**src/rtl/fpmul_pkg.sv**
```systemverilog
// Shared definitions for the FP multiplier sharing arbiter: defaults, FSM
// encoding and an index-width helper.
package fpmul_pkg;

  localparam int N_REQ_DEFAULT = 4;
  localparam int TMO_DEFAULT   = 15;

  typedef enum logic [1:0] {
    IDLE  = 2'd0,
    ISSUE = 2'd1,
    CAPT  = 2'd2,
    RELS  = 2'd3
  } arb_state_e;

  // Index width that stays legal for a single requester.
  function automatic int idx_width(input int n);
    return (n > 1) ? $clog2(n) : 1;
  endfunction

endpackage

```
**src/rtl/rr_pick.sv**
```systemverilog
// Round-robin priority select: first requester at or above Ptr, wrapping.
module rr_pick
  import fpmul_pkg::*;
#(
  parameter int N_REQ = N_REQ_DEFAULT,
  parameter int IW    = idx_width(N_REQ)
) (
  input  logic [N_REQ-1:0] Req,
  input  logic [IW-1:0]    Ptr,
  output logic [N_REQ-1:0] Grant,
  output logic [IW-1:0]    Idx,
  output logic             Valid
);

  always_comb begin
    int j;
    logic [IW-1:0] jj;
    Grant = '0;
    Idx   = '0;
    Valid = 1'b0;
    j     = 0;
    jj    = '0;
    for (int k = 0; k < N_REQ; k++) begin
      j = int'(Ptr) + k;
      if (j >= N_REQ) j = j - N_REQ;
      jj = IW'(j);
      if (!Valid && Req[jj]) begin
        Valid     = 1'b1;
        Grant[jj] = 1'b1;
        Idx       = jj;
      end
    end
  end

endmodule

```
**src/rtl/fpmul_share_arb.sv**
```systemverilog
// Arbitrates N_REQ requesters onto one external FP multiplier, with a
// watchdog that aborts a multiply that never reports Mul_Done.
module fpmul_share_arb
  import fpmul_pkg::*;
#(
  parameter int N_REQ = N_REQ_DEFAULT,
  parameter int TMO   = TMO_DEFAULT
) (
  input  logic               Clk,
  input  logic               Rst_n,
  input  logic [N_REQ-1:0]   Req,
  input  logic [32*N_REQ-1:0] ReqA,
  input  logic [32*N_REQ-1:0] ReqB,
  output logic [N_REQ-1:0]   Ack,
  output logic [31:0]        RspP,
  output logic               RspOvf,
  output logic               RspUnf,
  output logic               RspErr,
  output logic               Busy,
  output logic               Mul_St,
  output logic [31:0]        Mul_A,
  output logic [31:0]        Mul_B,
  input  logic               Mul_Done,
  input  logic               Mul_Ovf,
  input  logic               Mul_Unf,
  input  logic [31:0]        Mul_P,
  output logic [1:0]         Dbg_State
);

  // Handshake: Req[i] is a level held with stable operands until Ack[i];
  // Ack[i] is a one-cycle pulse carrying Rsp*. A requester that drops Req
  // early still receives its result.

  localparam int IW = idx_width(N_REQ);
  localparam int CW = $clog2(TMO + 1);
  localparam logic [CW-1:0] TMO_LAST = CW'(TMO - 1);
  localparam logic [IW-1:0] IDX_LAST = IW'(N_REQ - 1);

  arb_state_e       state;
  logic [IW-1:0]    ptr;
  logic [IW-1:0]    g_idx;
  logic [N_REQ-1:0] g_oh;
  logic [CW-1:0]    cnt;

  logic [N_REQ-1:0] pick_oh;
  logic [IW-1:0]    pick_idx;
  logic             pick_vld;
  logic [IW-1:0]    next_ptr;

  rr_pick #(.N_REQ(N_REQ), .IW(IW)) u_pick (
    .Req   (Req),
    .Ptr   (ptr),
    .Grant (pick_oh),
    .Idx   (pick_idx),
    .Valid (pick_vld)
  );

  assign next_ptr  = (g_idx == IDX_LAST) ? '0 : g_idx + 1'b1;
  assign Dbg_State = state;

  always_ff @(posedge Clk or negedge Rst_n) begin
    if (!Rst_n) begin
      state  <= IDLE;
      ptr    <= '0;
      g_idx  <= '0;
      g_oh   <= '0;
      cnt    <= '0;
      Ack    <= '0;
      RspP   <= '0;
      RspOvf <= 1'b0;
      RspUnf <= 1'b0;
      RspErr <= 1'b0;
      Busy   <= 1'b0;
      Mul_St <= 1'b0;
      Mul_A  <= '0;
      Mul_B  <= '0;
    end else begin
      case (state)
        IDLE: begin
          Ack  <= '0;
          cnt  <= '0;
          Busy <= pick_vld;
          if (pick_vld) begin
            g_idx  <= pick_idx;
            g_oh   <= pick_oh;
            Mul_A  <= ReqA[int'(pick_idx)*32 +: 32];
            Mul_B  <= ReqB[int'(pick_idx)*32 +: 32];
            Mul_St <= 1'b1;
            state  <= ISSUE;
          end
        end
        ISSUE: begin
          // Result is captured on the edge that enters CAPT so that Ack and
          // Rsp* are visible for the whole CAPT cycle.
          if (Mul_Done || cnt == TMO_LAST) begin
            state  <= CAPT;
            cnt    <= '0;
            Mul_St <= 1'b0;
            Ack    <= g_oh;
            ptr    <= next_ptr;
            if (Mul_Done) begin
              RspP   <= Mul_P;
              RspOvf <= Mul_Ovf;
              RspUnf <= Mul_Unf;
              RspErr <= 1'b0;
            end else begin
              RspP   <= '0;
              RspOvf <= 1'b0;
              RspUnf <= 1'b0;
              RspErr <= 1'b1;
            end
          end else begin
            cnt <= cnt + 1'b1;
          end
        end
        CAPT: begin
          Ack   <= '0;
          cnt   <= '0;
          state <= RELS;
        end
        RELS: begin
          // Busy bridges the single IDLE hop when more work is already waiting.
          if (!Mul_Done || cnt == TMO_LAST) begin
            state <= IDLE;
            cnt   <= '0;
            Busy  <= |Req;
          end else begin
            cnt <= cnt + 1'b1;
          end
        end
        default: state <= IDLE;
      endcase
    end
  end

endmodule

```
**config.mk**
```make
export PLATFORM = sky130hd
export DESIGN_NAME = fpmul_share_arb
export DESIGN_NICKNAME = d
export VERILOG_FILES = /design/src/rtl/fpmul_pkg.sv /design/src/rtl/rr_pick.sv /design/src/rtl/fpmul_share_arb.sv
export SDC_FILE = /design/constraint.sdc
export NUM_CORES = 1
export LEC_CHECK = 0
export ABC_AREA = 1
export CORE_AREA = 2 2 156 158
export DETAILED_ROUTE_END_ITERATION = 10
export DIE_AREA = 0 0 158 160
export HOLD_SLACK_MARGIN = 0.1
export PLACE_DENSITY = 0.69
export REMOVE_ABC_BUFFERS = 1
export SYNTH_ARGS = -nofsm -noshare
export SYNTH_HDL_FRONTEND = slang
export SYNTH_SLANG_ARGS = --single-unit
export TNS_END_PERCENT = 30
```
**constraint.sdc**
```tcl
create_clock -name Clk -period 2.1 [get_ports Clk]
set_input_delay 0.42 -clock Clk [delete_from_list [all_inputs] [get_ports Clk]]
set_output_delay 0.42 -clock Clk [all_outputs]
set_load 0.02 [all_outputs]
```
==> qor.csv <==
stage,metric,value,unit
place,pre_cts_ws,-0.3408,ns
logic_synthesis,synth_cell_types,32,
power,internal_power,12950,uW
detailed_routing,drt_iter0_drc,492,
power,combPwrFrac,70.2,%
critical_path,r2r-start,ptr[1],
worst_hold_path,hp-start,Mul_B[13],
sta,relSlewSlack,54.38,%
global_route,track_usage,22.35,%
logic_synthesis,synth_area,7441,um^2
layout,final_nets,1830,
cts,clk_pin_slew_worst_paths,0.07,ns
sta,drv_slew,0,
sta,rsz0062_at_grt,true,
cts,root_buffer,clkbuf_16,
logic_synthesis,ys_ff_latch,119,
worst_hold_path,min_path_type,reg2reg,
critical_path,cp.arrival,2.44,ns
detailed_routing,dr.pass1.iters,5,
logic_synthesis,synth_ff_type,dfrtp_1,
detailed_routing,vias,8611,
layout,drive_above_1_share,10.04,%
power,p_per_area,1778,nW/um^2
detailed_routing,ant_nets,0,
global_route,antenna_found_initial,2,
place,gp_congestion,0.8571,
critical_path,cp-start-kind,flip-flop,
die,coreArea,23820,um^2
power,irDropWorstVdd,1.227,mV
die,initial_core_util,31.24,%
global_route,met1_usage,26.24,%
sta,fmax,466.3,MHz
logic_synthesis,synth_area_leaders,"dfrtp_1 40%, nand2_1 19%, nand3_1 13%",
global_route,met3_usage,6.947,%
layout,syn_to_final_growth,79.85,%
sta,period_minus_slack,2.145,ns
global_route,grt_pass1_wl,44100,um
logic_synthesis,synth.top_cell.area_share,40.02,%
power,p_sw,10840,uW
sta,setup_viol,39,
logic_synthesis,synth_edf_count,0,
cts,htree_num_levels,4,
run_status,violations,setup timing,
global_route,use_met2,38.83,%
run_status,status,finished with violations,
global_route,overflow,0,
power,swShare,45.55,%
logic_synthesis,async_flop_share,100.0,%
detailed_routing,drt-total-wl,29910,um
logic_synthesis,syn-instance-count,1079,
power,seqPwrFrac,17.2,%
detailed_routing,routed_via_density,4.630,
die,row_count,57,
logic_synthesis,ys_warn_count,0,
cts,clk_latency,0.42,ns
cts,cts_sinks,119,
cts,clock_path_buffers,2,
critical_path,crit_type,reg2reg,
logic_synthesis,netlist_top_cells_count,"378 x nand2_1, 188 x nand3_1, 164 x inv_1",
logic_synthesis,yosysTopAreaCell,dfrtp_1,
layout,stdcell_area,13380,um^2
logic_synthesis,synth.avg_cell_area,6.896,um^2
global_route,busiest_layer,met2,
power,power.clock.fraction,12.6,%
power,power.total,23790,uW
global_route,grt_pass1_vias,8442,
die,die_y,160,um
layout,filler_cell_count,2245,
logic_synthesis,synth.most_common_cell,nand2_1,
place,port_buffers,403,
sta,finalCritPeriodShare,102.1,%
sta,fin_worst_skew,0.01344,ns
logic_synthesis,ys_seq_area_share,40.02,%
cts,cts_tree,built,
critical_path,critPathMaxFanout,14,
die,io_pins,404,
place,hpwlAfterDp,20700,um
place,placed_area,12120,um^2
critical_path,cp-startpoint,ptr[1],
detailed_routing,drc,0,
detailed_routing,wl_per_cell,16.08,um
sta,final.setup.tns,-0.7474,ns
run,cap_violations,0,
die,dieArea,25280,um^2
critical_path,crit_required,2.40,ns
critical_path,critPathCaptureType,flip-flop,
global_route,grt_max_degree,39,
sta,finalHoldViolations,0,
die,die_w,158,um
sta,layout_setup_ws,-0.04471,ns
layout,utilization,56.18,%
power,leakage,0.006534,uW
sta,max_slew.worst_pin.slew,0.6771,ns
cts,cts_made_buffers,17,
-- layout by cell type, fill, tap and decap left out, types with 3 or more instances in the layout --
master,synthesis,layout
a21oi_1,8,7
a22o_1,34,34
a31oi_1,4,4
buf_12,0,16
buf_16,0,5
buf_4,6,38
buf_6,6,11
clkbuf_16,0,23
clkdlybuf4s50_1,0,402
clkinv_4,0,3
dfrtp_1,119,119
ha_1,12,11
inv_1,164,162
inv_2,4,4
inv_4,1,3
inv_6,0,7
nand2_1,378,374
nand2_2,7,8
nand2_4,1,3
nand3_1,188,171
nand3_2,0,16
nor2_1,18,18
nor2_4,1,4
o21ai_0,16,16
or2_0,35,33
or2_1,17,19
-- power by group through the flow --
stage               combinational [uW]  sequential (uW)  clock, uW
global placement                 13500             4080          0
CTS                              15400             4080       3060
global route                     18200             4220       3150
floorplan                         5130             5250          0
detailed placement               13700             4090          0
finish                           16700             4090       2990
-- layout make-up --
class | instances | area, um^2 | share of cell area, %
Clock inverter | 14 | 162.7 | 1.215
Multi-Input combinational cell | 731 | 3667 | 27.40
Clock buffer | 18 | 429.2 | 3.207
Sequential cell | 119 | 2978 | 22.25
Antenna cell | 2 | 5.005 | 0.03740
Tap cell | 324 | 405.4 | 3.029
Inverter | 171 | 654.4 | 4.890
Timing Repair Buffer | 481 | 5081 | 37.97
-- worst paths after layout --
kind	end	slack (ns)	cells past startpoint
worst max-delay path	Mul_B[7]	-0.04	14
worst min-delay path	Mul_B[13]	0.49	2
worst max register to register	Mul_B[7]	-0.04	14
worst min register to register	Mul_B[13]	0.49	2
max in group asynchronous	Mul_A[17]	0.97	3
min in group asynchronous	Ack[1]	0.50	2
-- state kept, by name (all words and copies together), names as in the netlist --
name and flops:
Mul_A 32, Mul_B 32, RspP 32, Ack 4, cnt 4, g_oh 4
Dbg_State 2, g_idx 2, ptr 2, Busy 1, Mul_St 1, RspErr 1
RspOvf 1, RspUnf 1
-- metal layers --
layer | part of all wire, % | vias up
met5 | 0 | -
met4 | 2.1 | 0
met3 | 8.1 | 39
met2 | 51 | 362
met1 | 39 | 3974
li1 | - | 4236
-- logic make-up (layout without fill, tap and decap cells) --
family	Yosys count	after routing	synth area share [%]
flip-flops	119	119	40.02
other	0	2	0
buffers and inverters	229	684	12.81
adder cells (fa/ha/maj)	12	12	2.018
AO/OA/AOI/OAI	65	65	6.255
AND/OR/NAND/NOR	652	652	38.66
XOR/XNOR	2	2	0.2355
-- per-stage QoR --
step           hold slack, ns  std cells
3_3_place_gp           0.4136       1795
5_1_grt                0.5109       1860
2_1_floorplan          0.1244       1021
3_5_place_dp           0.4124       1795
6_report               0.4852       1860
4_1_cts                0.4901       1847
-- repair_timing --
action                                 4_1_cts  5_1_grt
setup endpoints to repair                   64       64
buffers inserted                            16        5
endpoints found under the hold margin       29        0
hold buffers                                 1        0
resized for setup                           30       28
pin swaps                                   13       10
cloned                                       3        7
-- critical path, cell delays in order, from the launching register on --
cell and delay [ns]:
dfrtp_1 0.39, inv_2 0.06, ha_4 0.30, inv_4 0.05, nand3_4 0.07, nand2_4 0.08
buf_4 0.14, nand3_1 0.11, nand3_1 0.12, nand2_2 0.14, nor2_4 0.06, buf_12 0.14
clkbuf_16 0.18, nand3_1 0.10, nand3_1 0.07
Power figures use the tool's default switching activity.
==> edit 1, RTL diff (same flow settings) <==
Reset style: synchronous (`Rst_n`), changed in one clocked block.
--- a/src/rtl/fpmul_share_arb.sv
+++ b/src/rtl/fpmul_share_arb.sv
@@ -60,3 +60,3 @@
 
-  always_ff @(posedge Clk or negedge Rst_n) begin
+  always_ff @(posedge Clk) begin
     if (!Rst_n) begin
Function: differs if Rst_n is asserted again (counterexample within 4 cycles, from zero or initial values and one cycle with Rst_n low); with Rst_n held inactive, the same outputs for 4 cycles.
==> edit 1 against the unedited design <==
The run still ends with negative setup slack left; final cell count rose by 9.7%; clock power fell by 4%; sequential cell count did not move; routed wire length rose by 5.3%; area after synthesis rose by 3.7%; total power fell by 27%; setup slack got worse by 100 ps; die area did not move; final area rose by 1.9%; critical path type unchanged; largest cell class unchanged.
==> edit 1: results <==
{
  "status": "finished with violations",
  "violations": "negative setup slack",
  "grt_pass1_vias": 8977,
  "layout_setup_ws_ps": -145,
  "nets": 2013,
  "grt_pass1_wl_um": 46300,
  "synth_seq_area_share": 0.309,
  "synth_common_cells": "nand2_1 (432), inv_1 (199), nand3_1 (147), dfxtp_1 (119), nand4_1 (99)",
  "synthXorXnorAreaFrac": 0.00227,
  "via_count": 9747,
  "crit_fanout": 8,
  "cp_slowest_cell": "dfxtp_4",
  "wl_um": 31500,
  "drive_above_1_share": 0.121,
  "synth_adder_area_share": 0.0195,
  "critPathMaxStageDelay_ps": 370,
  "first_iter_violations": 485,
  "yosysUniqueCellTypes": 33,
  "synthArstFlopShare": 0,
  "slew_headroom": 0.714,
  "setup_viol": 63,
  "drt_pass1_iterations": 6,
  "dpl_worst_slack_ps": -455,
  "final.setup.tns_ps": -5550,
  "grtUsageTotal": 0.231,
  "synth_compound_area_frac": 0.0572,
  "gp_congestion": 0.864,
  "peakVddDrop_uv": 661,
  "cellLeakagePower_nw": 6.51
}
edit 1: changes by cell type after synthesis, moves of 26 or more:
cell,unedited run,this run
nand3_1,188,147
nor2_1,18,90
a22o_1,34,0
inv_1,164,199
a21oi_1,8,63
or2_0,35,0
nand4_1,0,99
clkbuf_1,24,50
dfxtp_1,0,119
dfrtp_1,119,0
nand2_1,378,432
edit 1: final timing paths:
path	startpoint	endpoint	slack (ps)	depth (start not counted)
max	ptr[0]	Mul_A[15]	-140	18
max reg2reg	ptr[0]	Mul_A[15]	-140	18
min reg2reg	RspP[30]	RspP[30]	460	2
min	RspP[30]	RspP[30]	460	2
edit 1: layout make-up:
| type | instances | area, um^2 |
|---|---|---|
| multi-input combinational | 885 | 4550 |
| tap | 324 | 405 |
| timing repair buffer | 475 | 4940 |
| clock inverter | 15 | 151 |
| fill | 2311 | 10200 |
| inverter | 206 | 785 |
| sequential | 119 | 2390 |
| clock buffer | 17 | 425 |
edit 1: power by group:
| group | internal (W) | leakage, nW | switching, W |
|---|---|---|---|
| Clock | 0.00158 | 0.273 | 0.00130 |
| Combinational | 0.00487 | 5.26 | 0.00636 |
| Sequential | 0.00290 | 0.979 | 0.000354 |
| Total | 0.00935 | 6.51 | 0.00802 |
edit 1: stage by stage:
step	instance area, um^2	power [W]	util	hold WS, ps	cells
after floorplan	7250	0.00869	-	430	1210
after global placement	12300	0.0128	0.516	445	1991
after global routing	13600	0.0187	0.573	473	2041
final	13600	0.0174	0.573	460	2041
after CTS	13000	0.0164	0.547	462	2030
after detailed placement	12300	0.0129	0.516	451	1991
edit 1: repair_timing:
| item | 4_1_cts | 5_1_grt |
|---|---|---|
| hold buffers | 0 | 0 |
| cloned | 2 | 6 |
| setup buffers | 5 | 5 |
| setup endpoints to repair | 66 | 65 |
| hold endpoints to repair | 0 | 0 |
| pin swaps | 4 | 19 |
| gates resized for setup | 10 | 96 |
edit 1: worst reg2reg max path, delay by kind of cell (launching register included):
family                   cells  cell delay [ps]
adder cells (fa/ha/maj)      1              300
buffers and inverters        7              700
flip-flops                   1              370
AND/OR/NAND/NOR             10              830
edit 1: routing by layer:
| layer | GRT usage | up-vias | share of wire |
|---|---|---|---|
| met5 | 0 | - | 0 |
| met4 | 0.0889 | 0 | 0.036 |
| met3 | 0.0594 | 66 | 0.062 |
| met2 | 0.400 | 341 | 0.50 |
| met1 | 0.272 | 4440 | 0.40 |
| li1 | - | 4900 | - |
edit 1: cells by family (layout without fill, tap and decap cells):
| kind of cell | Yosys count | after routing |
|---|---|---|
| buffers and inverters | 295 | 713 |
| adders and majority gates | 12 | 12 |
| xor gates and xnor gates | 2 | 2 |
| DFF | 119 | 119 |
| AOI/OAI and AO/OA | 84 | 84 |
| and+or+nand+nor | 787 | 787 |
==> edit 2, RTL diff (config.mk and constraints unchanged) <==
Made on the original files. `N_REQ_DEFAULT`: 4 -> 2.
--- a/src/rtl/fpmul_pkg.sv
+++ b/src/rtl/fpmul_pkg.sv
@@ -4,3 +4,3 @@
 
-  localparam int N_REQ_DEFAULT = 4;
+  localparam int N_REQ_DEFAULT = 2;
   localparam int TMO_DEFAULT   = 15;
Ports: changed (resized Ack, Req, ReqA and ReqB); port bits go from 404 to 272. The function was not compared with the original's and may differ.
==> edit 2 against the unedited design <==
Total power fell by 45%; hold slack got worse by 110 ps; routed wire length fell by 44%; sequential share of layout area rose by 8.8 points; global-route usage fell by 8.9 points; critical path depth fell by 13; combinational power fell by 63%; setup slack improved by 160 ps; final area fell by 32%; area after synthesis fell by 28%; sequential cell count fell by 6.
==> edit 2: results <==
{
  "status": "completed",
  "synth_seq_area_share": 0.529,
  "whs_ps": 379,
  "critPathMaxStageDelay_ps": 680,
  "seqPwrFrac": 0.294,
  "nets": 1156,
  "grt_pass1_wl_um": 26400,
  "dpl_worst_slack_ps": 172,
  "post_cts.repair.setup_buffers": 0,
  "syn_inst": 706,
  "nFillCells": 2477,
  "reg2reg_slack_ps": 420,
  "via_count": 5354,
  "yosysUniqueCellTypes": 23,
  "finalClockSkew_ps": 13.6,
  "met1_usage": 0.152,
  "areaGrowthSynthToFinish_pct": 70.5,
  "hold_path_class": "primary input to async pin",
  "use_met3": 0.0583,
  "wl_met3_um": 1690,
  "met2_length_um": 8000,
  "power_w": 0.0130,
  "crit_fanout": 6,
  "drive_above_1_share": 0.0583,
  "num-multi-input-gates": 483,
  "inverters": 75,
  "antenna_found_initial": 0,
  "wl_um": 16900,
  "final_cell_count_no_fill": 1319,
  "grtUsageTotal": 0.134,
  "nonClkBufAreaFrac": 0.325,
  "wl_met1_um": 6910,
  "switchingPower_w": 0.00507,
  "worstSetupPathType": "flip-flop to primary output",
  "nNonClkBuffers": 292,
  "gp_congestion": 0.815,
  "seq_cells": 113,
  "first_iter_violations": 248,
  "crit_family": "buffers and inverters",
  "grt_max_degree": 61,
  "diodes": 0,
  "slew_headroom": 0.773,
  "use_met2": 0.225,
  "arrival_ps": 1560,
  "placed_cell_area_mm2": 0.00849,
  "grt_pass1_vias": 5299,
  "multi_input_area_mm2": 0.00203,
  "cp_slowest_cell": "clkdlybuf4s50_1",
  "finalCriticalPeriod_ps": 1980,
  "synth_common_cells": "nand2_1 (319), dfrtp_1 (113), inv_1 (73), nor2_1 (68), o21ai_1 (50)"
}
[edit 2: cell types whose count changed in the layout (fill, tap and decap cells not counted), sizes merged, moves of 6 or more]
cell | before | now
clkdlybuf4s50 | 402 | 270
nand3 | 188 | 7
o21ai | 16 | 69
dfrtp | 119 | 113
nor2 | 23 | 68
inv | 177 | 77
clkbuf | 24 | 17
buf | 72 | 21
nand2 | 386 | 320
or2 | 52 | 0
a22o | 34 | 0
[edit 2: cell families (layout without fill, tap and decap cells)]
group                    Yosys count  count (layout)  share of synthesized area
AND/OR/NAND/NOR                  399             399                      0.285
flip-flops                       113             113                      0.529
buffers and inverters            110             399                     0.0944
AO/OA/AOI/OAI                     75              75                     0.0714
adder cells (fa/ha/maj)            7               7                     0.0164
XOR/XNOR                           2               2                    0.00328
[edit 2: timing repair]
| item | 4_1_cts | 5_1_grt |
|---|---|---|
| hold buffers | 1 | 0 |
| endpoints found under the hold margin | 106 | 0 |
| resized for setup | 0 | 0 |
[edit 2: final timing paths]
| check | startpoint | cells after the start | to |
|---|---|---|---|
| worst max-delay path | Dbg_State[0] | 1 | Dbg_State[0] |
| worst min-delay path | Rst_n | 2 | RspOvf |
| worst max register to register | Dbg_State[1] | 7 | Mul_B[20] |
| worst min register to register | RspP[14] | 2 | RspP[14] |
| max in group asynchronous | Rst_n | 3 | Mul_B[6] |
| min in group Clk | RspP[14] | 2 | RspP[14] |
[edit 2: worst reg2reg max path, delay by kind of cell (launching register included)]
kind	cells	cell delay, ps
adder cells (fa/ha/maj)	1	300
AND/OR/NAND/NOR	1	110
AO/OA/AOI/OAI	2	280
buffers and inverters	3	470
flip-flops	1	440
